<file path="src/rtl/cond_flag_ctrl.sv">
// cond_flag_ctrl
//   Conditional-execution sequencer for the ID stage. Holds the architectural
//   NZCV status register, tracks how many flag-setting instructions are still
//   in flight, stalls conditional instructions until their flags are known
//   (bypassing the EX result when it is the only outstanding writer), and
//   resolves each ID instruction to pass (execute) or fail (issue as NOP).
//
//   Ports
//     clk, rst_n      clock (rising edge), async active-low reset
//     id_valid        valid instruction in ID
//     id_cond         condition field (0 EQ .. 13 LE, 14 AL, 15 never)
//     id_s            ID instruction writes flags
//     freeze          pipeline freeze, ID does not advance
//     flush           taken branch, younger in-flight work is killed
//     ex_flags_valid  a counted flag writer completes in EX this cycle
//     ex_nzcv         flags from EX {N,Z,C,V}
//     stall           hold ID/IF
//     cond_pass       ID instruction issues and executes
//     cond_fail       ID instruction issues as NOP
//     sr_nzcv         status register {N,Z,C,V}
//     pending         outstanding flag writers
//     err             sticky: completion seen with nothing pending
//
//   state | meaning
//   RUN   | ID not stalled last cycle
//   HOLD  | ID stalled last cycle; debug stall counter runs
module cond_flag_ctrl #(
   parameter int CNT_W = 2
) (
   input  logic             clk,
   input  logic             rst_n,
   input  logic             id_valid,
   input  logic [3:0]       id_cond,
   input  logic             id_s,
   input  logic             freeze,
   input  logic             flush,
   input  logic             ex_flags_valid,
   input  logic [3:0]       ex_nzcv,
   output logic             stall,
   output logic             cond_pass,
   output logic             cond_fail,
   output logic [3:0]       sr_nzcv,
   output logic [CNT_W-1:0] pending,
   output logic             err
);

   typedef enum logic {RUN, HOLD} state_t;

   localparam logic [CNT_W-1:0] CNT_ONE = CNT_W'(1);
   localparam logic [CNT_W-1:0] CNT_MAX = '1;
   localparam int               DBG_W   = 8;

   state_t           state_q, state_d;
   logic [3:0]       sr_nzcv_q, sr_nzcv_d;
   logic [CNT_W-1:0] pending_q, pending_d;
   logic             err_q, err_d;
   logic [DBG_W-1:0] stall_left_q, stall_left_d;

   logic       pend_zero;
   logic       flags_ok;
   logic [3:0] flags_sel;
   logic       cond_true;
   logic       needs_flags;
   logic       stall_raw;
   logic       issue;
   logic       inc, dec;
   logic       n_f, z_f, c_f, v_f;

   assign pend_zero = (pending_q == '0);

   // Flags are known either from the SR (nothing in flight) or from the
   // single outstanding writer completing right now.
   assign flags_ok  = pend_zero || ((pending_q == CNT_ONE) && ex_flags_valid);
   assign flags_sel = pend_zero ? sr_nzcv_q : ex_nzcv;
   assign {n_f, z_f, c_f, v_f} = flags_sel;

   always_comb begin
      cond_true = 1'b0;
      case (id_cond)
         4'd0:    cond_true = z_f;
         4'd1:    cond_true = !z_f;
         4'd2:    cond_true = c_f;
         4'd3:    cond_true = !c_f;
         4'd4:    cond_true = n_f;
         4'd5:    cond_true = !n_f;
         4'd6:    cond_true = v_f;
         4'd7:    cond_true = !v_f;
         4'd8:    cond_true = c_f && !z_f;
         4'd9:    cond_true = !c_f || z_f;
         4'd10:   cond_true = (n_f == v_f);
         4'd11:   cond_true = (n_f != v_f);
         4'd12:   cond_true = !z_f && (n_f == v_f);
         4'd13:   cond_true = z_f || (n_f != v_f);
         4'd14:   cond_true = 1'b1;
         default: cond_true = 1'b0;
      endcase
   end

   assign needs_flags = (id_cond < 4'd14);

   // Second term: a new flag writer would overflow the counter unless a
   // completion frees a slot in the same cycle.
   assign stall_raw = id_valid &&
                      ((needs_flags && !flags_ok) ||
                       (id_s && (pending_q == CNT_MAX) && !ex_flags_valid));
   assign stall     = stall_raw && !flush;
   assign issue     = id_valid && !stall && !freeze && !flush;
   assign cond_pass = issue && cond_true;
   assign cond_fail = issue && !cond_true;

   assign inc = cond_pass && id_s;
   assign dec = ex_flags_valid && !pend_zero;

   always_comb begin
      pending_d = pending_q;
      if (flush) begin
         pending_d = '0;
      end else if (inc && !dec) begin
         pending_d = pending_q + CNT_ONE;
      end else if (dec && !inc) begin
         pending_d = pending_q - CNT_ONE;
      end
   end

   // The EX writer is older than any branch, so SR updates even on flush.
   assign sr_nzcv_d = ex_flags_valid ? ex_nzcv : sr_nzcv_q;
   assign err_d     = err_q || (ex_flags_valid && pend_zero);

   always_comb begin
      state_d = state_q;
      case (state_q)
         RUN:     if (stall)  state_d = HOLD;
         HOLD:    if (!stall) state_d = RUN;
         default: state_d = RUN;
      endcase
   end

   // Debug stall counter: down-counter from all-ones, saturating at zero.
   always_comb begin
      stall_left_d = stall_left_q;
      if ((state_q == HOLD) && (stall_left_q != '0)) begin
         stall_left_d = stall_left_q - DBG_W'(1);
      end
   end

   always_ff @(posedge clk or negedge rst_n) begin
      if (!rst_n) begin
         state_q      <= RUN;
         sr_nzcv_q    <= '0;
         pending_q    <= '0;
         err_q        <= 1'b0;
         stall_left_q <= '1;
      end else begin
         state_q      <= state_d;
         sr_nzcv_q    <= sr_nzcv_d;
         pending_q    <= pending_d;
         err_q        <= err_d;
         stall_left_q <= stall_left_d;
      end
   end

   assign sr_nzcv = sr_nzcv_q;
   assign pending = pending_q;
   assign err     = err_q;

endmodule

</file>
<file path="config.mk">
export PLATFORM = sky130hd
export DESIGN_NAME = cond_flag_ctrl
export DESIGN_NICKNAME = d
export VERILOG_FILES = /design/src/rtl/cond_flag_ctrl.sv
export SDC_FILE = /design/constraint.sdc
export NUM_CORES = 1
export LEC_CHECK = 0
export BUFFER_PORTS_ARGS = -buffer_cell sky130_fd_sc_hd__clkbuf_2
export CELL_PAD_IN_SITES_DETAIL_PLACEMENT = 1
export CELL_PAD_IN_SITES_GLOBAL_PLACEMENT = 2
export CORE_UTILIZATION = 27
export DETAILED_ROUTE_END_ITERATION = 10
export MAX_ROUTING_LAYER = met4
export PLACE_DENSITY_LB_ADDON = 0.1
export SLEW_MARGIN = 20
export SYNTH_ARGS = -nofsm -noshare
export SYNTH_HDL_FRONTEND = slang
export SYNTH_SLANG_ARGS = --single-unit
</file>
<file path="constraint.sdc">
create_clock -name clk -period 3.1 [get_ports clk]
set_input_delay 0.93 -clock clk [delete_from_list [all_inputs] [get_ports clk]]
set_output_delay 0.93 -clock clk [all_outputs]
set_load 0.01 [all_outputs]
</file>
## Yosys cells after proc, flatten, opt, wreduce, memory -nomap -nowiden

Index checks and enable logic that the tools add are counted.

| word-level totals | value |
|---|---|
| memories | 0 |
| logic and storage cells | 68 |
| register bits | 7 |
| input bits | 15 |
| RAM bits | 0 |
| bits in latches | 0 |
| memory bits (read-only) | 0 |
| output and inout port bits | 10 |

| cells by class | value |
|---|---|
| $lt $le $gt $ge | 1 |
| multipliers | 0 |
| muxes and demuxes | 5 |
| reduce and logical (&&, ||, !) cells | 39 |
| div/mod/pow operators | 0 |
| shift-type cells | 0 |
| equality and inequality tests | 18 |
| $add $sub $neg | 2 |
| bitwise logic cells | 0 |

Operator list:

| operator | count |
|---|---|
| $eq A4 B4 Y1 const B | 7 |
| $logic_and A1 B1 Y1 | 18 |
| $eq A4 B3 Y1 const B | 4 |
| $pmux W1 S15 | 1 |
| $logic_not A1 Y1 | 13 |
| $eq A4 B2 Y1 const B | 2 |
| $mux W2 | 3 |
| $logic_or A1 B1 Y1 | 5 |
| $eq A4 B1 Y1 const B | 1 |
| $logic_not A4 Y1 | 1 |
| $lt A4 B4 Y1 const B | 1 |
| $mux W4 | 1 |
| $reduce_bool A3 Y1 | 1 |
| $add A2 B1 Y2 const B | 1 |
| $eq A2 B1 Y1 const B | 1 |
| $eq A2 B2 Y1 const B | 1 |
| $logic_not A2 Y1 | 1 |
| $sub A2 B1 Y2 const B | 1 |
| $eq A1 B1 Y1 | 1 |
| $ne A1 B1 Y1 | 1 |

## Longest topological paths before layout

Gate-level depths: netlist of run 1.

| depth | value |
|---|---|
| depth in word-level cells | 19 |
| depth in mapped cells | 9 |
| depth with buffers taken out | 8 |

## Worst setup path before layout of run 1

OpenSTA, ideal clock, no wires.

| path | value |
|---|---|
| path type | in2out |
| start point | in ex_nzcv[0] |
| end point | out cond_fail |
| stages | 6 |
| buffers on the path | 1 |
| data arrival time | 2.264 ns |
| required time | 2.170 ns |
| path slack | -0.094 ns |
| path through | xor2_1 > mux2i_1 > o21a_1 > or3_1 > clkbuf_1 > nor4_1 |

| on the way | value |
|---|---|
| longest elaborated chain between the ends | 6 |
| elaborated cells between the ends (all ways) | 9 |
| classes of those cells | 2 x eq/ne; 2 x mux; 5 x reduce/logical |

RTL lines:

| item | line | text |
|---|---|---|
| start: declaration | 38 | `input logic [3:0] ex_nzcv,` |
| $mux W4 (*) | 74 | `assign flags_sel = pend_zero ? sr_nzcv_q : ex_nzcv;` |
| $ne A1 B1 Y1 or $eq A1 B1 Y1 (tied branches) | n/a |  |
| $logic_or A1 B1 Y1 or $logic_and A1 B1 Y1 (tied branches) | 93, 92 |  |
| $pmux W1 S15 (*) | 79 | `case (id_cond)` |
| $logic_not A1 Y1 (*) | 109 | `assign cond_fail = issue && !cond_true;` |
| $logic_and A1 B1 Y1 (*) | 109 |  |
| end: declaration | 41 | `output logic cond_fail,` |

Every way passes the cells marked *; elsewhere a longest branch is shown, timed or not.

## Final worst setup path of run 1

| path | value |
|---|---|
| start point | in ex_nzcv[2] |
| end point | out cond_fail |

| on the way | value |
|---|---|
| longest elaborated chain between the ends | 6 |
| elaborated cells between the ends (all ways) | 9 |
| classes of those cells | 2 x mux; 7 x reduce/logical |

RTL lines:

| item | line |
|---|---|
| $mux W4 (*) | 74 |
| $logic_not A1 Y1 | 81, 88, 92 |
| $logic_and A1 B1 Y1, on equally long branches | 92, 88 |
| $pmux W1 S15 (*) | 79 |
| $logic_not A1 Y1 (*) | 109 |
| $logic_and A1 B1 Y1 (*) | 109 |

Marked as above.

==> reports/metrics.cfg, run 1 <==
[critical_path]
reg2regPathDepth = 9
rr_endpoint = pending[1]$_DFFE_PN0P_
cp_max_fo = 3
cp.arrival_ns = 2.22
slowest_delay_ns = 0.32
cp_num_buf_inv = 2
critPathKind = in -> out
cp-end-kind = output pin
crit_chain = clkbuf_2 -> mux2i_4 -> xnor2_1 -> or3_1 -> and3_4 -> nor4_2 -> buf_2
reg2reg_from = pending[1]$_DFFE_PN0P_
critical_path_required_ns = 2.17
start_kind = input port
crit_family = simple AND/OR/NAND/NOR gates
rrSetupSlack_ns = 0.60
crit_slowest_cell = or3_1

[detailed_routing]
top_layer = met4
wl_met3_um = 44
drc = 0
wl_per_cell_um = 13.0
wl_met2_um = 1020
viasPerCell = 4.97
wl_um = 2040
drt-pass1-iter-count = 3
vias = 780
ant_nets = 0
drtIter0Drc = 2
wl_met1_um = 943

[job]
drv_cap = 0

[clock_network]
clock-root-buffer = clkbuf_4
htreeDepth = 1
cts_sinks = 7
clock_path_buffers = 2
clock_latency_ns = 0.25
clk_pin_slew_ns = 0.05
hold_buffers = 0
cts_tree = done
numCtsBuffers = 3

[sta]
post-route-period-util_pct = 102
maxSlewViolCount = 0
rsz0062_at_grt = yes
layout_setup_ws_ns = -0.0530
skew_ns = 0.00229
relSlewSlack_pct = 77.4
hold_viol = 0
setup_violations = 2
clock.fmax_mhz = 317
worst_slew_pin_slew_ns = 0.336
whs_ns = 0.484
min_period_ns = 3.15

[logic_synthesis]
synth_seq_cells = 7
synthesis.nets = 104
ys_warn_count = 0
syn_inst = 86
synthDistinctLibCells = 38
async_reset_ff_share_pct = 100
synth.area.top_cells = dfrtp_1, mux2i_1, mux2_2
synth_edf_count = 0
postSynthAreaPerCell_um2 = 8.45
syn_area_um2 = 727
yosys.area.top_type_share_pct = 24.1
yosysSeqAreaShare_pct = 24.1
synth_top_area_cell = dfrtp_1
synth_ff_type = dfrtp_1

[global_route]
grt_pass1_vias = 757
track_usage_pct = 17.0
overflow = 0
grt_first_pass_wirelength_um = 3390
grt_max_degree = 10
antenna_found_initial = 0

[place]
hpwl_um = 1670
port_buffers = 24
dpl_cell_area_um2 = 993
gp_congestion = 0.850

[finish]
layout_common_cells = clkbuf_2, buf_4, nor2_1, dfrtp_1, nand2_1
drive_gt1_share_pct = 48.8
diodes = 0
nets = 146
final_cell_area_mm2 = 0.00108
syn2layout_area_growth_pct = 48.4
final_core_util_pct = 43.1

[die]
ioPinCount = 25
initial_core_util_pct = 29.1
coreArea_mm2 = 0.00250
die_w_um = 53.9
die_y_um = 53.9
num_rows = 18
die-area_mm2 = 0.00290

[hold_path]
hold_class = reg -> reg
holdPathEnd = err$_DFF_PN0_
min_path_cells = 1
min_from = err$_DFF_PN0_

[pwr]
ir_drop_mv = 0.469
total_power_mw = 0.763
leakagePower_nw = 0.524
p_per_area_mw_per_mm2 = 708

[status]
violations = negative setup slack
status = finished with violations

-- cells in the mapped netlist, types with 2 or more instances --
| library cell | number |
|---|---|
| nand2_1 | 6 |
| ha_1 | 3 |
| or3_1 | 2 |
| nor3_1 | 3 |
| nand3_1 | 2 |
| o2111ai_1 | 2 |
| clkbuf_1 | 4 |
| a21o_1 | 2 |
| nor2_1 | 7 |
| o21ai_0 | 2 |
| dfrtp_1 | 7 |
| mux2i_1 | 6 |
| a41oi_1 | 2 |
| a31oi_1 | 2 |
| inv_1 | 5 |
| xnor2_1 | 3 |
| mux2_2 | 4 |
| nand2b_1 | 2 |
| xor2_1 | 3 |
-- worst max-delay path by stage --
stage,from,end,slack [ns],depth (start not counted)
global placement,ex_nzcv[0],cond_fail,-0.21,7
CTS,ex_nzcv[3],cond_pass,-0.09,8
finish,ex_nzcv[2],cond_fail,-0.05,7
floorplan,ex_nzcv[0],cond_fail,-0.003,6
global route,ex_nzcv[3],cond_pass,-0.17,8
detailed placement,ex_nzcv[0],cond_fail,-0.25,7
-- repair_timing --
| item | in CTS | in global routing |
|---|---|---|
| pin swaps | 4 | 3 |
| buffers inserted | 1 | 1 |
| gates resized for setup | 7 | 6 |
| setup endpoints to repair | 2 | 2 |
-- cell type report --
cell class,instances,area (µm²)
Clock buffer,4,26.3
Fill cell,304,1420
Inverter,5,18.8
Multi-Input combinational cell,67,538
Sequential cell,7,175
Tap cell,30,37.5
Timing Repair Buffer,44,283
-- per-stage QoR --
stage / setup TNS [ns] / cells / setup slack, ns
after global placement: -0.398 / 151 / -0.212
after global routing: -0.325 / 157 / -0.170
final: -0.0946 / 157 / -0.0530
after detailed placement: -0.450 / 151 / -0.248
after CTS: -0.171 / 156 / -0.0908
after floorplan: -0.00270 / 86 / -0.00270
-- worst reg2reg max path, stage by stage (launching register included) --
cell and delay [ns]:
dfrtp_1 0.39, inv_2 0.09, ha_4 0.18, buf_4 0.13, mux2i_1 0.27, nor3_1 0.08
or3_4 0.41, buf_4 0.16, or4b_1 0.50, a41oi_1 0.21
-- power by group --
group          total (mW)  switching, mW  leakage (nW)  internal, mW
clock network      0.0814         0.0324        0.0150        0.0490
registers           0.124         0.0147        0.0820         0.109
logic               0.558          0.258         0.427         0.300
-- metal layers --
layer / up-vias / global-route usage, %
li1: 392 / -
met1: 367 / 21.2
met2: 18 / 27.4
met3: 3 / 1.69
met4: 0 / 7.89
met5: - / -
-- cell families (layout without fill, tap and decap cells) --
family / Yosys count / count (layout) / synth area share, %
compound gates: 18 / 18 / 18.2
xor+xnor: 6 / 6 / 7.23
simple gates: 29 / 29 / 21.3
mux: 11 / 11 / 16.4
buf+inv: 12 / 53 / 7.57
fa+ha+maj: 3 / 3 / 5.16
flops: 7 / 7 / 24.1
-- state kept, by name, summed over array words and instances (netlist names) --
signal   flops
sr_nzcv      4
pending      2
err          1
Power figures use the tool's default switching activity.
==> inputs of run 2 (changes only) <==
--- a/config.mk
+++ b/config.mk
@@ -11,7 +11,7 @@
 export CORE_UTILIZATION = 27
 export DETAILED_ROUTE_END_ITERATION = 10
 export MAX_ROUTING_LAYER = met4
-export PLACE_DENSITY_LB_ADDON = 0.1
+export PLACE_DENSITY_LB_ADDON = 0.08
 export SLEW_MARGIN = 20
 export SYNTH_ARGS = -nofsm -noshare
 export SYNTH_HDL_FRONTEND = slang
==> run 2 against run 1 <==
The flow still finishes with violations (negative setup slack). Die area did not move. Sequential share of layout area shrank 0.094 points. Cell count did not move. Wire length down 1.3%. Combinational power is 1% higher. Power rose by 0.88%. Utilization rose by 0.25 points. Maximum frequency increased by 0.27%. Largest power group unchanged.
==> reports/metrics.cfg, run 2 (synthesis results as in run 1) <==
[sta]
min_period_ns = 3.14  ; -0.00853 ns
hold_viol = 0  ; unchanged
finalSetupTns_ns = -0.0865  ; +0.00809 ns
rsz0062_at_grt = yes
whs_ns = 0.462  ; -0.0224 ns
post-route-period-util_pct = 101  ; -0.28 points
layout_setup_ws_ns = -0.0444  ; +0.00853 ns
relSlewSlack_pct = 79.3  ; +1.9 points
skew_ns = 0.00352  ; +0.00123 ns
worst_slew_pin_slew_ns = 0.308  ; -0.0278 ns
clock.fmax_mhz = 318  ; +0.27%
setup_violations = 2  ; unchanged
maxSlewViolCount = 0  ; unchanged

[critical_path]
reg2reg_from = pending[1]$_DFFE_PN0P_
cp_max_fo = 3  ; unchanged
start_kind = input port
cp_num_buf_inv = 2  ; unchanged
cp-end-kind = output pin
critPathKind = in -> out
critical_path_required_ns = 2.17  ; about the same
crit_cells = 7  ; unchanged
cp-startpoint = ex_nzcv[2]
rr_endpoint = pending[1]$_DFFE_PN0P_
crit_path_end = cond_fail
cp.arrival_ns = 2.21  ; about the same
crit_slowest_cell = or3_1
reg2regPathDepth = 9  ; unchanged
slowest_delay_ns = 0.33  ; about the same
rrSetupSlack_ns = 0.58  ; -0.02 ns
crit_chain = clkbuf_2 -> mux2i_4 -> xnor2_1 -> or3_1 -> and3_4 -> nor4_2 -> buf_2
crit_family = simple AND/OR/NAND/NOR gates

[global_route]
overflow = 0  ; unchanged
grt_pass1_vias = 721  ; -4.8%
track_usage_pct = 16.5  ; -0.48 points
grt_max_degree = 9  ; -1
grt_first_pass_wirelength_um = 3220  ; -5.1%
antenna_found_initial = 0  ; unchanged

[clock_network]
clock-root-buffer = clkbuf_4
clock_path_buffers = 2  ; unchanged
numCtsBuffers = 3  ; unchanged
hold_buffers = 0  ; unchanged
cts_sinks = 7  ; unchanged
htreeDepth = 1  ; unchanged
clock_latency_ns = 0.25  ; about the same
cts_tree = done
clk_pin_slew_ns = 0.05  ; about the same

[die]
die_y_um = 53.9  ; unchanged
num_rows = 18  ; unchanged
die_w_um = 53.9  ; unchanged
coreArea_mm2 = 0.00250  ; unchanged
initial_core_util_pct = 29.1  ; unchanged
ioPinCount = 25  ; unchanged
die-area_mm2 = 0.00290  ; unchanged

[finish]
drive_gt1_share_pct = 50.4  ; +1.6 points
diodes = 0  ; unchanged
final_cell_area_mm2 = 0.00108  ; +0.58%
largest_reg_flops = 4  ; unchanged
syn2layout_area_growth_pct = 49.2
layout_common_cells = clkbuf_2, buf_4, nor2_1, dfrtp_1, nand2_1
final_common_cell = clkbuf_2
nets = 146  ; unchanged
instances_no_fill = 157  ; unchanged
final_core_util_pct = 43.4  ; +0.25 points

[detailed_routing]
wl_per_cell_um = 12.8  ; -1.3%
drc = 0  ; unchanged
drt-pass1-iter-count = 2  ; -1
vias = 768  ; -1.5%
ant_nets = 0  ; unchanged
drtIter0Drc = 6  ; +4
viasPerCell = 4.89  ; -1.5%
wl_um = 2010  ; -1.3%

[status]
violations = negative setup slack
status = finished with violations

[pwr]
total_power_mw = 0.770  ; +0.88%
ir_drop_mv = 0.356  ; -24%
p_per_area_mw_per_mm2 = 710  ; +0.30%
leakagePower_nw = 0.523  ; -0.37%

[hold_path]
hold_class = reg -> reg

[place]
port_buffers = 24  ; unchanged
gp_congestion = 0.737  ; -13%
dpl_cell_area_um2 = 986  ; -0.76%
dp_slack_ns = -0.237  ; +0.0113 ns
hpwl_um = 1660  ; -0.52%
placed_cells = 150  ; -0.66%

[job]
drv_cap = 0  ; unchanged

run 2: cell count changes in the layout (fill, tap and decap cells not counted), sizes merged:
cell / before / now
buf: 24 / 21
clkbuf: 24 / 27
run 2: layer usage:
| layer | GRT usage, % | share of wire (%) |
|---|---|---|
| met5 | - | 0 |
| met2 | 25.9 | 47 |
| met4 | 9.21 | 1.5 |
| met1 | 20.5 | 49 |
| met3 | 1.69 | 2.8 |
run 2: cell type report:
| cell class | count | area (µm²) |
|---|---|---|
| clock buffer | 4 | 26.3 |
| tap | 30 | 37.5 |
| sequential | 7 | 175 |
| fill | 308 | 1420 |
| inverter | 5 | 18.8 |
| timing repair buffer | 44 | 279 |
| multi-input combinational | 67 | 548 |
run 2: timing repair:
item | in CTS | in global routing
gates resized for setup | 6 | 5
pin swaps | 6 | 3
cloned | 0 | 0
buffers inserted | 0 | 3
endpoints found under the setup margin | 2 | 2
run 2: power breakdown:
group          total (mW)  switching (mW)  leakage [nW]  internal, mW
Sequential          0.123          0.0143        0.0820         0.109
Clock              0.0820          0.0329        0.0150        0.0491
Combinational       0.565           0.264         0.426         0.300
Total               0.770           0.311         0.523         0.459
run 2: how the worst min path moves through the flow:
stage                  startpoint             to  depth (start not counted)
floorplan           err$_DFF_PN0_  err$_DFF_PN0_                          1
global placement    err$_DFF_PN0_  err$_DFF_PN0_                          1
detailed placement  err$_DFF_PN0_  err$_DFF_PN0_                          1
CTS                 err$_DFF_PN0_  err$_DFF_PN0_                          1
global route        err$_DFF_PN0_  err$_DFF_PN0_                          1
finish              err$_DFF_PN0_  err$_DFF_PN0_                          1
